**config.mk**
```make
export PLATFORM = sky130hd
export DESIGN_NAME = fht_frame_loader
export DESIGN_NICKNAME = d
export VERILOG_FILES = /design/src/rtl/fht_pkg.sv /design/src/rtl/fht_loader_addr_gen.sv /design/src/rtl/fht_frame_loader.sv
export SDC_FILE = /design/constraint.sdc
export NUM_CORES = 1
export LEC_CHECK = 0
export ABC_AREA = 1
export CAP_MARGIN = 0
export CORE_MARGIN = 5
export CORE_UTILIZATION = 37
export DETAILED_ROUTE_END_ITERATION = 8
export DONT_BUFFER_PORTS = 1
export GPL_TIMING_DRIVEN = 0
export SYNTH_ARGS = -nofsm -noshare
export SYNTH_HDL_FRONTEND = slang
export SYNTH_SLANG_ARGS = --single-unit
```
**constraint.sdc**
```tcl
create_clock -name iCLK -period 1.9 [get_ports iCLK]
set_input_delay 0.38 -clock iCLK [delete_from_list [all_inputs] [get_ports iCLK]]
set_output_delay 0.38 -clock iCLK [all_outputs]
set_load 0.005 [all_outputs]
```
**src/rtl/fht_pkg.sv**
```systemverilog
// Shared definitions for the FHT frame loader and its address generator:
// FSM state encoding, bank/address helpers and input sample conversion.
package fht_pkg;

  typedef logic [2:0] fht_state_t;

  localparam fht_state_t ST_LOAD     = 3'd0;
  localparam fht_state_t ST_GAP      = 3'd1;
  localparam fht_state_t ST_KICK     = 3'd2;
  localparam fht_state_t ST_HOLD     = 3'd3;
  localparam fht_state_t ST_WAIT_RDY = 3'd4;

  // Bank address width: each of the four banks holds N/4 points.
  function automatic int fht_a_bit(input int n);
    return $clog2(n) - 2;
  endfunction

  // The FHT core expects the frame quarters in 2-bit bit-reversed bank order.
  function automatic logic [1:0] fht_bank_rev(input logic [1:0] b);
    return {b[0], b[1]};
  endfunction

  // Converts a w-bit sample to a sign-extended 32-bit value. Offset-binary
  // input is turned into two's complement by inverting its MSB first.
  function automatic logic [31:0] fht_conv(input logic [31:0] x, input int w,
                                           input logic in_signed);
    logic [31:0] r;
    logic        msb;
    msb = 1'b0;
    for (int i = 0; i < 32; i++) begin
      if (i == w - 1) msb = x[i] ^ ~in_signed;
    end
    for (int i = 0; i < 32; i++) begin
      r[i] = (i < w - 1) ? x[i] : msb;
    end
    return r;
  endfunction

endpackage

```
**src/rtl/fht_loader_addr_gen.sv**
```systemverilog
// Maps a linear sample index within the frame to a one-hot bank write enable
// and the address inside that bank. Purely combinational so readout logic can
// reuse it with its own counter.
module fht_loader_addr_gen
  import fht_pkg::*;
#(
  parameter  int N     = 1024,
  localparam int L     = $clog2(N),
  localparam int A_BIT = fht_a_bit(N)
) (
  input  logic [L-1:0]     n,
  output logic [3:0]       bank_we,
  output logic [A_BIT-1:0] addr
);

  logic [1:0] bank;

  // Top two index bits select the quarter, low bits address within it.
  always_comb begin
    bank    = fht_bank_rev(n[L-1 -: 2]);
    bank_we = 4'b0001 << bank;
    addr    = n[A_BIT-1:0];
  end

endmodule

```
**src/rtl/fht_frame_loader.sv**
```systemverilog
// Streams input samples into the four FHT RAM banks, then starts the FHT
// core after a quiet gap and waits for it to finish before loading the next
// frame. Samples arriving while not loading are dropped and flagged.
module fht_frame_loader
  import fht_pkg::*;
#(
  parameter  int N         = 1024,
  parameter  int D_BIT     = 16,
  parameter  int IN_SIGNED = 1,
  parameter  int START_GAP = 10,
  localparam int A_BIT     = fht_a_bit(N)
) (
  input  logic             iCLK,
  input  logic             iRESET,
  input  logic             iVALID,
  input  logic [D_BIT-2:0] iDATA,
  output logic             oREADY,
  output logic [D_BIT-1:0] oDATA,
  output logic [A_BIT-1:0] oADDR_WR,
  output logic [3:0]       oWE,
  input  logic             iFHT_RDY,
  output logic             oFHT_START,
  output logic             oFRAME_DONE,
  output logic             oOVERFLOW,
  input  logic             iCLR_OVF
);

  localparam int         L        = $clog2(N);
  localparam logic [7:0] GAP_LAST = 8'(START_GAP);

  fht_state_t       state;
  logic [L-1:0]     n_cnt;
  logic [7:0]       gap_cnt;
  logic             hold_cnt;
  logic             start_p1;
  logic             done_p1;
  logic             ovf;

  logic             ready;
  logic             vld_p0;
  logic [3:0]       bank_we_p0;
  logic [A_BIT-1:0] addr_p0;
  logic [D_BIT-1:0] data_p0;

  logic [3:0]       we_p1;
  logic [A_BIT-1:0] addr_p1;
  logic [D_BIT-1:0] data_p1;

  assign ready   = (state == ST_LOAD);
  assign vld_p0  = iVALID & ready;
  assign data_p0 = D_BIT'(fht_conv(32'(iDATA), D_BIT - 1, (IN_SIGNED != 0)));

  fht_loader_addr_gen #(.N(N)) u_addr_gen (
    .n       (n_cnt),
    .bank_we (bank_we_p0),
    .addr    (addr_p0)
  );

  // Frame sequencing: load N samples, quiet gap, start pulse, hold, wait.
  always_ff @(posedge iCLK or posedge iRESET) begin
    if (iRESET) begin
      state    <= ST_LOAD;
      n_cnt    <= '0;
      gap_cnt  <= '0;
      hold_cnt <= 1'b0;
      start_p1 <= 1'b0;
      done_p1  <= 1'b0;
    end else begin
      start_p1 <= 1'b0;
      done_p1  <= 1'b0;
      case (state)
        ST_LOAD: begin
          if (vld_p0) begin
            n_cnt <= n_cnt + L'(1);
            if (&n_cnt) begin
              state   <= ST_GAP;
              gap_cnt <= '0;
            end
          end
        end
        // The first GAP cycle is the final write cycle itself, so the start
        // pulse lands START_GAP idle cycles after the last write.
        ST_GAP: begin
          if (gap_cnt == GAP_LAST) begin
            state    <= ST_KICK;
            start_p1 <= 1'b1;
          end else begin
            gap_cnt <= gap_cnt + 8'd1;
          end
        end
        ST_KICK: begin
          state    <= ST_HOLD;
          hold_cnt <= 1'b0;
        end
        // The core's ready may still be high from the previous frame.
        ST_HOLD: begin
          if (hold_cnt) state <= ST_WAIT_RDY;
          else          hold_cnt <= 1'b1;
        end
        ST_WAIT_RDY: begin
          if (iFHT_RDY) begin
            state   <= ST_LOAD;
            done_p1 <= 1'b1;
          end
        end
        default: state <= ST_LOAD;
      endcase
    end
  end

  // Sticky overflow: a new drop takes priority over a clear request.
  always_ff @(posedge iCLK or posedge iRESET) begin
    if (iRESET)                ovf <= 1'b0;
    else if (iVALID && !ready) ovf <= 1'b1;
    else if (iCLR_OVF)         ovf <= 1'b0;
  end

  // ---- stage p0 -> p1: registered RAM write port ----
  always_ff @(posedge iCLK or posedge iRESET) begin
    if (iRESET) begin
      we_p1   <= 4'b0000;
      addr_p1 <= '0;
      data_p1 <= '0;
    end else begin
      we_p1 <= vld_p0 ? bank_we_p0 : 4'b0000;
      if (vld_p0) begin
        addr_p1 <= addr_p0;
        data_p1 <= data_p0;
      end
    end
  end

  assign oREADY      = ready;
  assign oWE         = we_p1;
  assign oADDR_WR    = addr_p1;
  assign oDATA       = data_p1;
  assign oFHT_START  = start_p1;
  assign oFRAME_DONE = done_p1;
  assign oOVERFLOW   = ovf;

endmodule

```
---- Yosys cells after proc, flatten, opt, wreduce, memory -nomap -nowiden ----
Cells that the tools add are included.
storage, ports and cells
  logic and storage cells ................. 53
  output and inout port bits .............. 32
  register bits ........................... 52
operators by class
  shift operators ......................... 1
  eq/ne operators ......................... 11
  reduce and logical (&&, ||, !) cells .... 10
  add/subtract/negate cells ............... 2
  mux-type cells .......................... 18
  bitwise logic cells ..................... 1
operators with widths
  operator               count
  $mux 8                 3
  $pmux 8 s2             1
  $mux 3                 5
  $pmux 3 s5             1
  $add 10x1->10 const B  1
  $reduce_and 10->1      1
  $add 8x1->8 const B    1
  $eq 8x4->1 const B     1
  $ne 2x2->1 const B     4
  $eq 3x2->1 const B     2
  $mux 1                 6
  $reduce_bool 2->1      3
  $reduce_and 5->1       1
  $mux 4                 1
  $ne 2x1->1 const B     2
  $reduce_and 4->1       1
  $shl 1x2->4 const A    1
  $eq 3x1->1 const B     1
  $eq 3x3->1 const B     1
  $logic_not 3->1        1
  $pmux 1 s2             1
  $reduce_and 2->1       1
  $and 1x1->1            1
  $logic_and 1x1->1      1
  $logic_not 1->1        1

---- Logic depth before layout (Yosys ltp) ----
Gate-level depths: netlist (run 1).
  word-level depth ........................ 4
  mapped depth ............................ 9
  gate-level depth less buffers ........... 9

---- Hierarchy ----
A second synthesis (run 1) with hierarchy kept.
unflattened totals
  cells, all modules ...................... 304
  area total of the unflattened synthesis .. 2462.4 sq um
modules (own cells, without submodules)
  module               area an instance (sq um)  instances  cells each
  fht_frame_loader     2376.0                    1          289
  fht_loader_addr_gen  86.3                      1          15

---- Worst setup path before layout (run 1) ----
No wires, ideal clock.
  kind .................................... register -> register
  start ................................... reg n_cnt[0]
  end ..................................... reg gap_cnt[0]
  setup slack ............................. 0.585 ns
  period minus slack after synthesis ...... 1.315 ns
  data arrival time ....................... 1.199 ns
  data required time ...................... 1.783 ns
  buffers on the path ..................... 0
  cell stages (with the launch flop) ...... 7
  cells stage by stage .................... dfrtp_1 > ha_1 > nand3_1 > nor3_4 > nand3_4 > nand3_1 > nand2_1
on the way
  word-level cells in the longest chain between the ends .. 3
RTL lines
  item                        RTL line                text
  start: declaration          fht_frame_loader.sv:32  logic [L-1:0] n_cnt;
  start signal: assignment    fht_frame_loader.sv:74  n_cnt <= n_cnt + L'(1);
  $reduce_and 10->1           fht_frame_loader.sv:75  if (&n_cnt) begin
  $ne 2x1->1 (no line)        n/a
  $reduce_and 4->1 (no line)  n/a
  end signal: assignment      fht_frame_loader.sv:88  gap_cnt <= gap_cnt + 8'd1;
  end: declaration            fht_frame_loader.sv:33  logic [7:0] gap_cnt;
Every way passes these cells.
A chain may end at the register's enable or synchronous reset.

---- Final worst setup path (run 1) ----
  start ................................... reg n_cnt[0]
  end ..................................... reg gap_cnt[2]
Same word-level chain as after synthesis.

==> summary.md, run 1 <==
| Metric | Value |
|---|---|
| Critical path arrival | `1.79 ns` |
| Clock share of power | `20.2%` |
| Post-synth design cell area | `2421 µm²` |
| Initial antenna violation count | `0` |
| Flip-flop and latch count after synthesis | `52` |
| Post-synth net total | `312` |
| Grt ovf | `0` |
| Worst Hold Launch | `iCLR_OVF` |
| Seq/Total Area, Yosys | `53.75%` |
| Pin count of the biggest net entering global routing | `41` |
| Synth cell count leaders | `nand2_1, dfrtp_1, inv_1, nand3_1, nor2_1` |
| Root buf cell | `clkbuf_8` |
| Die outline area | `8261 µm²` |
| Post-placement cell count | `367` |
| Int Power | `2.282 mW` |
| Synthesis Warnings | `0` |
| CTS Sinks | `52` |
| NetSw | `1.498 mW` |
| DR WL/cell | `12.95 µm` |
| FP Rows | `29` |
| Final Instance Area | `2659 µm²` |
| Max VDD drop | `0.6369 mV` |
| Most instantiated library cell after synthesis | `nand2_1` |
| Initial core utilization | `38.13%` |
| Unique masters post-synth | `29` |
| RSZ-0062 raised after global routing | `no` |
| Fillers | `629` |
| R2r setup slk | `0.36 ns` |
| WL final | `4870 µm` |
| CORE AREA | `6350 µm²` |
| Multiplexer share of the synthesized area | `0%` |
| Worst reg2reg endpoint | `gap_cnt[2]` |
| Post-route ant nets | `0` |
| Critical path type | `reg2reg` |
| Outcome | `finished, final reports clean` |
| Crit path launch type | `flip-flop` |
| Synth Area in Adders | `1.550%` |
| Compound-Gate Fraction of Synth Area | `2.326%` |
| Gr usage total | `12.26%` |
| Yosys top cell area share | `53.75%` |
| Die H | `90.89 µm` |
| Worst reg2reg path startpoint | `n_cnt[0]` |
| H-Tree Depth | `2` |
| Pleak | `1.385 nW` |
| DIE WIDTH | `90.89 µm` |
| Cell Area, Placed | `2537 µm²` |
| Clock slew seen by the registers of the worst setup and hold paths | `0.10 ns` |
| Pwr per Cell Area | `1421 nW/µm²` |
| Synth Area in Simple Gates | `33.80%` |
| Worst Hold Depth | `1` |
| Max_cap viols | `0` |
| CP cell instances | `ha_1 -> nand3_1 -> nor3_4 -> nand3_4 -> nand2_4 -> nand2_1 -> nand2_1` |
| Max-slew violation count | `0` |
| WHS | `0.1782 ns` |
| First-pass GRT wire length | `8542 µm` |
| Sw frac | `39.62%` |
| Period utilisation layout | `81.02%` |
| CTS tree | `done` |
| Dominant cell type by area after synthesis | `dfrtp_1` |
| Vias | `1865` |
| Crit path largest cell delay | `0.44 ns` |
| Reg power frac | `49.0%` |
| DR iter-0 viols | `74` |
| Share of layout cells above drive strength 1 | `11.71%` |
| Post-Route Utilization | `41.87%` |
| Post-place setup slack | `0.3785 ns` |
| Slew headroom | `80.71%` |
| Worst Skew | `0.007562 ns` |
| Nets | `321` |
| Fmax achieved | `649.6 MHz` |
| Hold path endpoint | `oOVERFLOW` |
| Clock buffer count from CTS | `5` |
| CP max FO | `9` |
| Syn avg cell area | `8.377 µm²` |
| Slew @ Worst Pin | `0.2890 ns` |
| Final WS setup | `0.3605 ns` |
| Number of flops mapped to enable cells by yosys | `0` |
| DR DRC count | `0` |
| Gate Count Post-Synth | `289` |
| Crit path top cell by count | `nand2_1` |
| Layout Area Growth over Synthesis | `9.819%` |
| Resized Gates After CTS | `0` |
| Dominant synthesized flop cell | `dfrtp_1` |
| Main combinational cell family by area after synthesis | `simple AND/OR/NAND/NOR gates` |
| 1st-pass router iterations | `4` |
| Avg Vias per Cell | `4.960` |
| Reg2Reg Depth | `7` |
| Final HPWL DP | `3605 µm` |
| CP Data Required Time | `2.15 ns` |
| I/O pin cnt | `52` |
| Hold Path Class | `in2reg` |
| Insertion delay to the later sink of the worst-skew pair | `0.30 ns` |
| Non-filler cells, final | `376` |
| Clock tree buffer depth | `2` |
| ANT cells | `0` |
| Top post-synthesis cells by area | `dfrtp_1, nand2_1, nand3_1` |
| CP endpoint kind | `flip-flop` |
| Comb pwr share | `30.8%` |
| Port bufs | `0` |
| Total negative setup slack | `0 ns` |
| Vias in the first global route | `1791` |
| Final Hold Vio Count | `0` |
| Cell at the slowest stage of the critical path | `dfrtp_1` |
| GPL Wtd Cong | `0.8090` |
| Setup violations, final | `0` |
| Final min period | `1.539 ns` |
| Synth async-reset ratio | `100.0%` |
| Post-Synth XOR/XNOR Area | `2.532%` |
| Total power | `3.779 mW` |
-- per-layer routing --
layer | vias to the layer above | track usage [%] | wire [µm]
met5 | - | 0 | 0
met4 | 0 | 2.812 | 42
met3 | 8 | 3.667 | 353
met2 | 62 | 19.61 | 2261
met1 | 884 | 16.34 | 2213
li1 | 911 | - | -
-- cell type report --
type	count	area (µm²)	area share, %
inverter	29	108.9	4.094
clock inverter	3	42.54	1.600
sequential	52	1301	48.94
multi-input combinational	202	973.4	36.61
timing repair buffer	2	30.03	1.129
clock buffer	5	68.82	2.588
tap	77	96.34	3.624
buffer	6	37.54	1.412
-- critical path: cells and delay by family (launching register included) --
kind,cells,cell delay [ns]
adder cells (fa/ha/maj),1,0.28
flip-flops,1,0.44
AND/OR/NAND/NOR,6,0.75
-- power groups by stage --
stage                     Sequential, mW  Combinational, mW  Clock (mW)
after global routing                1.92               1.37       0.835
after global placement              1.87               1.15           0
after CTS                           1.86               1.18       0.788
after detailed placement            1.88               1.18           0
after floorplan                     1.78              0.949           0
final                               1.85               1.17       0.762
-- flip-flops by register name, indices dropped and copies added, names as in the netlist --
register and count:
oDATA 15, n_cnt 10, gap_cnt 8, oADDR_WR 8
oWE 4, state 3, hold_cnt 1, oFHT_START 1
oFRAME_DONE 1, oOVERFLOW 1
-- cells by family after synthesis --
group | Yosys count
AOI/OAI and AO/OA | 11
xor gates and xnor gates | 7
adders and majority gates | 3
buffers and inverters | 35
DFF | 52
and+or+nand+nor | 181
-- how the worst max path moves through the flow --
stage	start	to	depth (start not counted)
floorplan	iRESET	gap_cnt[0]	1
global placement	iRESET	oADDR_WR[5]	1
detailed placement	n_cnt[0]	gap_cnt[6]	6
CTS	n_cnt[0]	gap_cnt[2]	7
global route	n_cnt[0]	gap_cnt[2]	7
finish	n_cnt[0]	gap_cnt[2]	7
-- repair_timing --
action | CTS | global route
setup buffers | 0 | 0
endpoints found under the hold margin | 12 | 0
hold buffers | 1 | 0
setup endpoints to repair | 0 | 0
-- cell usage in the layout, fill, tap and decap left out, drive strengths merged, types with 2 or more instances in the layout --
cell,instances
xor2,6
nand4,3
clkbuf,5
nand2,120
buf,7
o21ai,9
inv,29
ha,3
nor3,6
nor2,22
nor3b,2
dfrtp,52
nand3,25
No activity file was read; power rests on OpenSTA's default activity.
==> run 2, diff against run 1 <==
==> constraint.sdc (replaced) <==
create_clock -name iCLK -period 1.3 [get_ports iCLK]
set_input_delay 0.26 -clock iCLK [delete_from_list [all_inputs] [get_ports iCLK]]
set_output_delay 0.26 -clock iCLK [all_outputs]
set_load 0.005 [all_outputs]
==> run 2 against run 1 <==
The flow now finishes with violations (setup timing). Sequential power is 49% higher. Combinational power grew to 2.7 times the previous value. Final cell count is 7.4% higher. Largest cell class unchanged. Critical path type is now reg2out.
==> summary.md, run 2 (synthesis results as in run 1) <==
| Metric | Value |
|---|---|
| Critical path arrival | `1.12 ns (was 1.79 ns)` |
| CTS tree | `done (unchanged)` |
| First-pass GRT wire length | `9232 µm (was 8542 µm)` |
| 1st-pass router iterations | `4 (unchanged)` |
| CP max FO | `7 (was 9)` |
| Final WS setup | `-0.07816 ns (was 0.3605 ns)` |
| CORE AREA | `6350 µm² (unchanged)` |
| Port bufs | `0 (unchanged)` |
| Max VDD drop | `1.046 mV (was 0.6369 mV)` |
| Nets | `349 (was 321)` |
| Slew headroom | `24.94% (was 80.71%)` |
| RSZ-0062 raised after global routing | `yes (was no)` |
| Violated checks | `setup timing` |
| Final HPWL DP | `3481 µm (was 3605 µm)` |
| Hold Path Class | `in2reg (unchanged)` |
| Pin count of the biggest net entering global routing | `53 (was 41)` |
| Initial core utilization | `38.13% (unchanged)` |
| Met2 WL | `2928 µm (was 2261 µm)` |
| Pwr per Cell Area | `2159 nW/µm² (was 1421 nW/µm²)` |
| Non-filler cells, final | `404 (was 376)` |
| Outcome | `complete, but fails checks (was finished, final reports clean)` |
| Insertion delay to the later sink of the worst-skew pair | `0.30 ns (about the same)` |
| Pleak | `1.615 nW (was 1.385 nW)` |
| Initial antenna violation count | `0 (unchanged)` |
| DR iter-0 viols | `51 (was 74)` |
| Final min period | `1.378 ns` |
| Largest register FFs | `15 (unchanged)` |
| Worst Hold Depth | `1 (unchanged)` |
| FP Rows | `29 (unchanged)` |
| Slew @ Worst Pin | `1.124 ns (was 0.2890 ns)` |
| CP Data Required Time | `1.04 ns (was 2.15 ns)` |
| I/O pin cnt | `52 (unchanged)` |
| Critical path type | `reg2out (was reg2reg)` |
| H-Tree Depth | `2 (unchanged)` |
| Cell Area, Placed | `2539 µm² (was 2537 µm²)` |
| CTS Sinks | `52 (unchanged)` |
| DR DRC count | `0 (unchanged)` |
| Layout Area Growth over Synthesis | `34.37% (was 9.819%)` |
| Setup violations, final | `30 (was 0)` |
| Grt ovf | `0 (unchanged)` |
| DR WL/cell | `14.22 µm (was 12.95 µm)` |
| Worst Skew | `0.009228 ns (was 0.007562 ns)` |
| GPL Wtd Cong | `0.8027 (was 0.8090)` |
| Final Hold Vio Count | `0 (unchanged)` |
| Max_cap viols | `0 (unchanged)` |
| Most common cell after layout, fill and taps aside | `nand2_1 (unchanged)` |
| Share of layout cells above drive strength 1 | `34.86% (was 11.71%)` |
| Clock slew seen by the registers of the worst setup and hold paths | `0.09 ns (was 0.10 ns)` |
| Clock tree buffer depth | `2 (unchanged)` |
| Max-slew violation count | `0 (unchanged)` |
| Crit path launch type | `flip-flop (unchanged)` |
| Gr usage total | `13.51% (was 12.26%)` |
| Post-placement cell count | `366 (was 367)` |
| ANT cells | `0 (unchanged)` |
| Top Metal Used | `met4 (unchanged)` |
| Total power | `7.025 mW (was 3.779 mW)` |
| Period utilisation layout | `106.0%` |
| Vias | `1969 (was 1865)` |
| Die H | `90.89 µm (unchanged)` |
| Post-route ant nets | `0 (unchanged)` |
| Hold_buf cts | `0 (was 1)` |
| Vias in the first global route | `1951 (was 1791)` |
| Final Instance Area | `3253 µm² (was 2659 µm²)` |
| Avg Vias per Cell | `4.874 (was 4.960)` |
| WL final | `5745 µm (was 4870 µm)` |
| Reg2Reg Depth | `6 (was 7)` |
| M1 WL | `2411 µm (was 2213 µm)` |
| CP endpoint kind | `output port (was flip-flop)` |
| Wire length on met3 | `339 µm (was 353 µm)` |
| Total negative setup slack | `-0.5921 ns (was 0 ns)` |
| Fmax achieved | `725.6 MHz` |
| Most frequent cells in the layout | `nand2_1, dfrtp_1, inv_1 (was nand2_1, dfrtp_1, inv_1, nand3_1, nor2_1)` |
| DIE WIDTH | `90.89 µm (unchanged)` |
| Root buf cell | `clkbuf_8 (unchanged)` |
| WHS | `0.06353 ns (was 0.1782 ns)` |
| Die outline area | `8261 µm² (unchanged)` |
| Clock buffer count from CTS | `5 (unchanged)` |
==> run 2: cell count changes in the layout (fill, tap and decap cells not counted), sizes merged <==
cell         before  now
buf               7   30
clkbuf            5    9
clkinv            1    2
clkinvlp          1    2
dlygate4sd3       1    0
inv              29   27
nand2           120  121
nand3            25   26
==> run 2: layout make-up <==
| cell class | count | area (µm²) |
|---|---|---|
| fill | 574 | 3097 |
| timing repair inverter | 1 | 7.507 |
| multi-input combinational | 204 | 1241 |
| inverter | 29 | 120.1 |
| timing repair buffer | 27 | 287.8 |
| sequential | 52 | 1305 |
| clock inverter | 2 | 35.03 |
| buffer | 6 | 87.58 |
| tap | 77 | 96.34 |
| clock buffer | 6 | 72.57 |
==> run 2: per-layer routing <==
metal / GRT usage, % / up-vias
met4: 3.790 / 0
met1: 15.81 / 925
met2: 23.73 / 51
li1: - / 984
met5: 0 / -
met3: 4.167 / 9
==> run 2: critical path, stage by stage (launching register included) <==
cell and delay (ns):
dfrtp_1 0.42, nor2_2 0.15, nand2_2 0.11, clkinv_4 0.14
==> run 2: per-stage QoR <==
step	setup WS [ns]	util [%]
after floorplan	0.01053	-
after global placement	-0.1471	39.98
after detailed placement	-0.1778	39.98
after CTS	-0.06339	45.16
after global routing	-0.1861	51.23
final	-0.07816	51.23
==> run 2: worst paths after layout <==
path / start / end / slack (ns)
max in group asynchronous: iRESET / n_cnt[0] / 0.56
worst min register to register: state[1] / oFRAME_DONE / 0.51
worst max-delay path: state[2] / oREADY / -0.08
worst min-delay path: iCLR_OVF / oOVERFLOW / 0.06
min in group asynchronous: iRESET / oADDR_WR[7] / 0.08
worst max register to register: n_cnt[0] / gap_cnt[2] / -0.07
==> run 2: repair_timing <==
action                     in CTS  in global routing
gates cloned                    2                  4
buffers inserted               14                 10
pin swaps                       7                 14
gates resized for setup        24                 63
setup endpoints to repair      48                 48
==> run 2: power by group <==
group / total, mW / switching [mW] / internal (mW) / leakage (nW)
combinational: 3.17 / 1.71 / 1.47 / 0.896
clock: 1.10 / 0.523 / 0.572 / 0.0552
sequential: 2.76 / 0.573 / 2.18 / 0.664
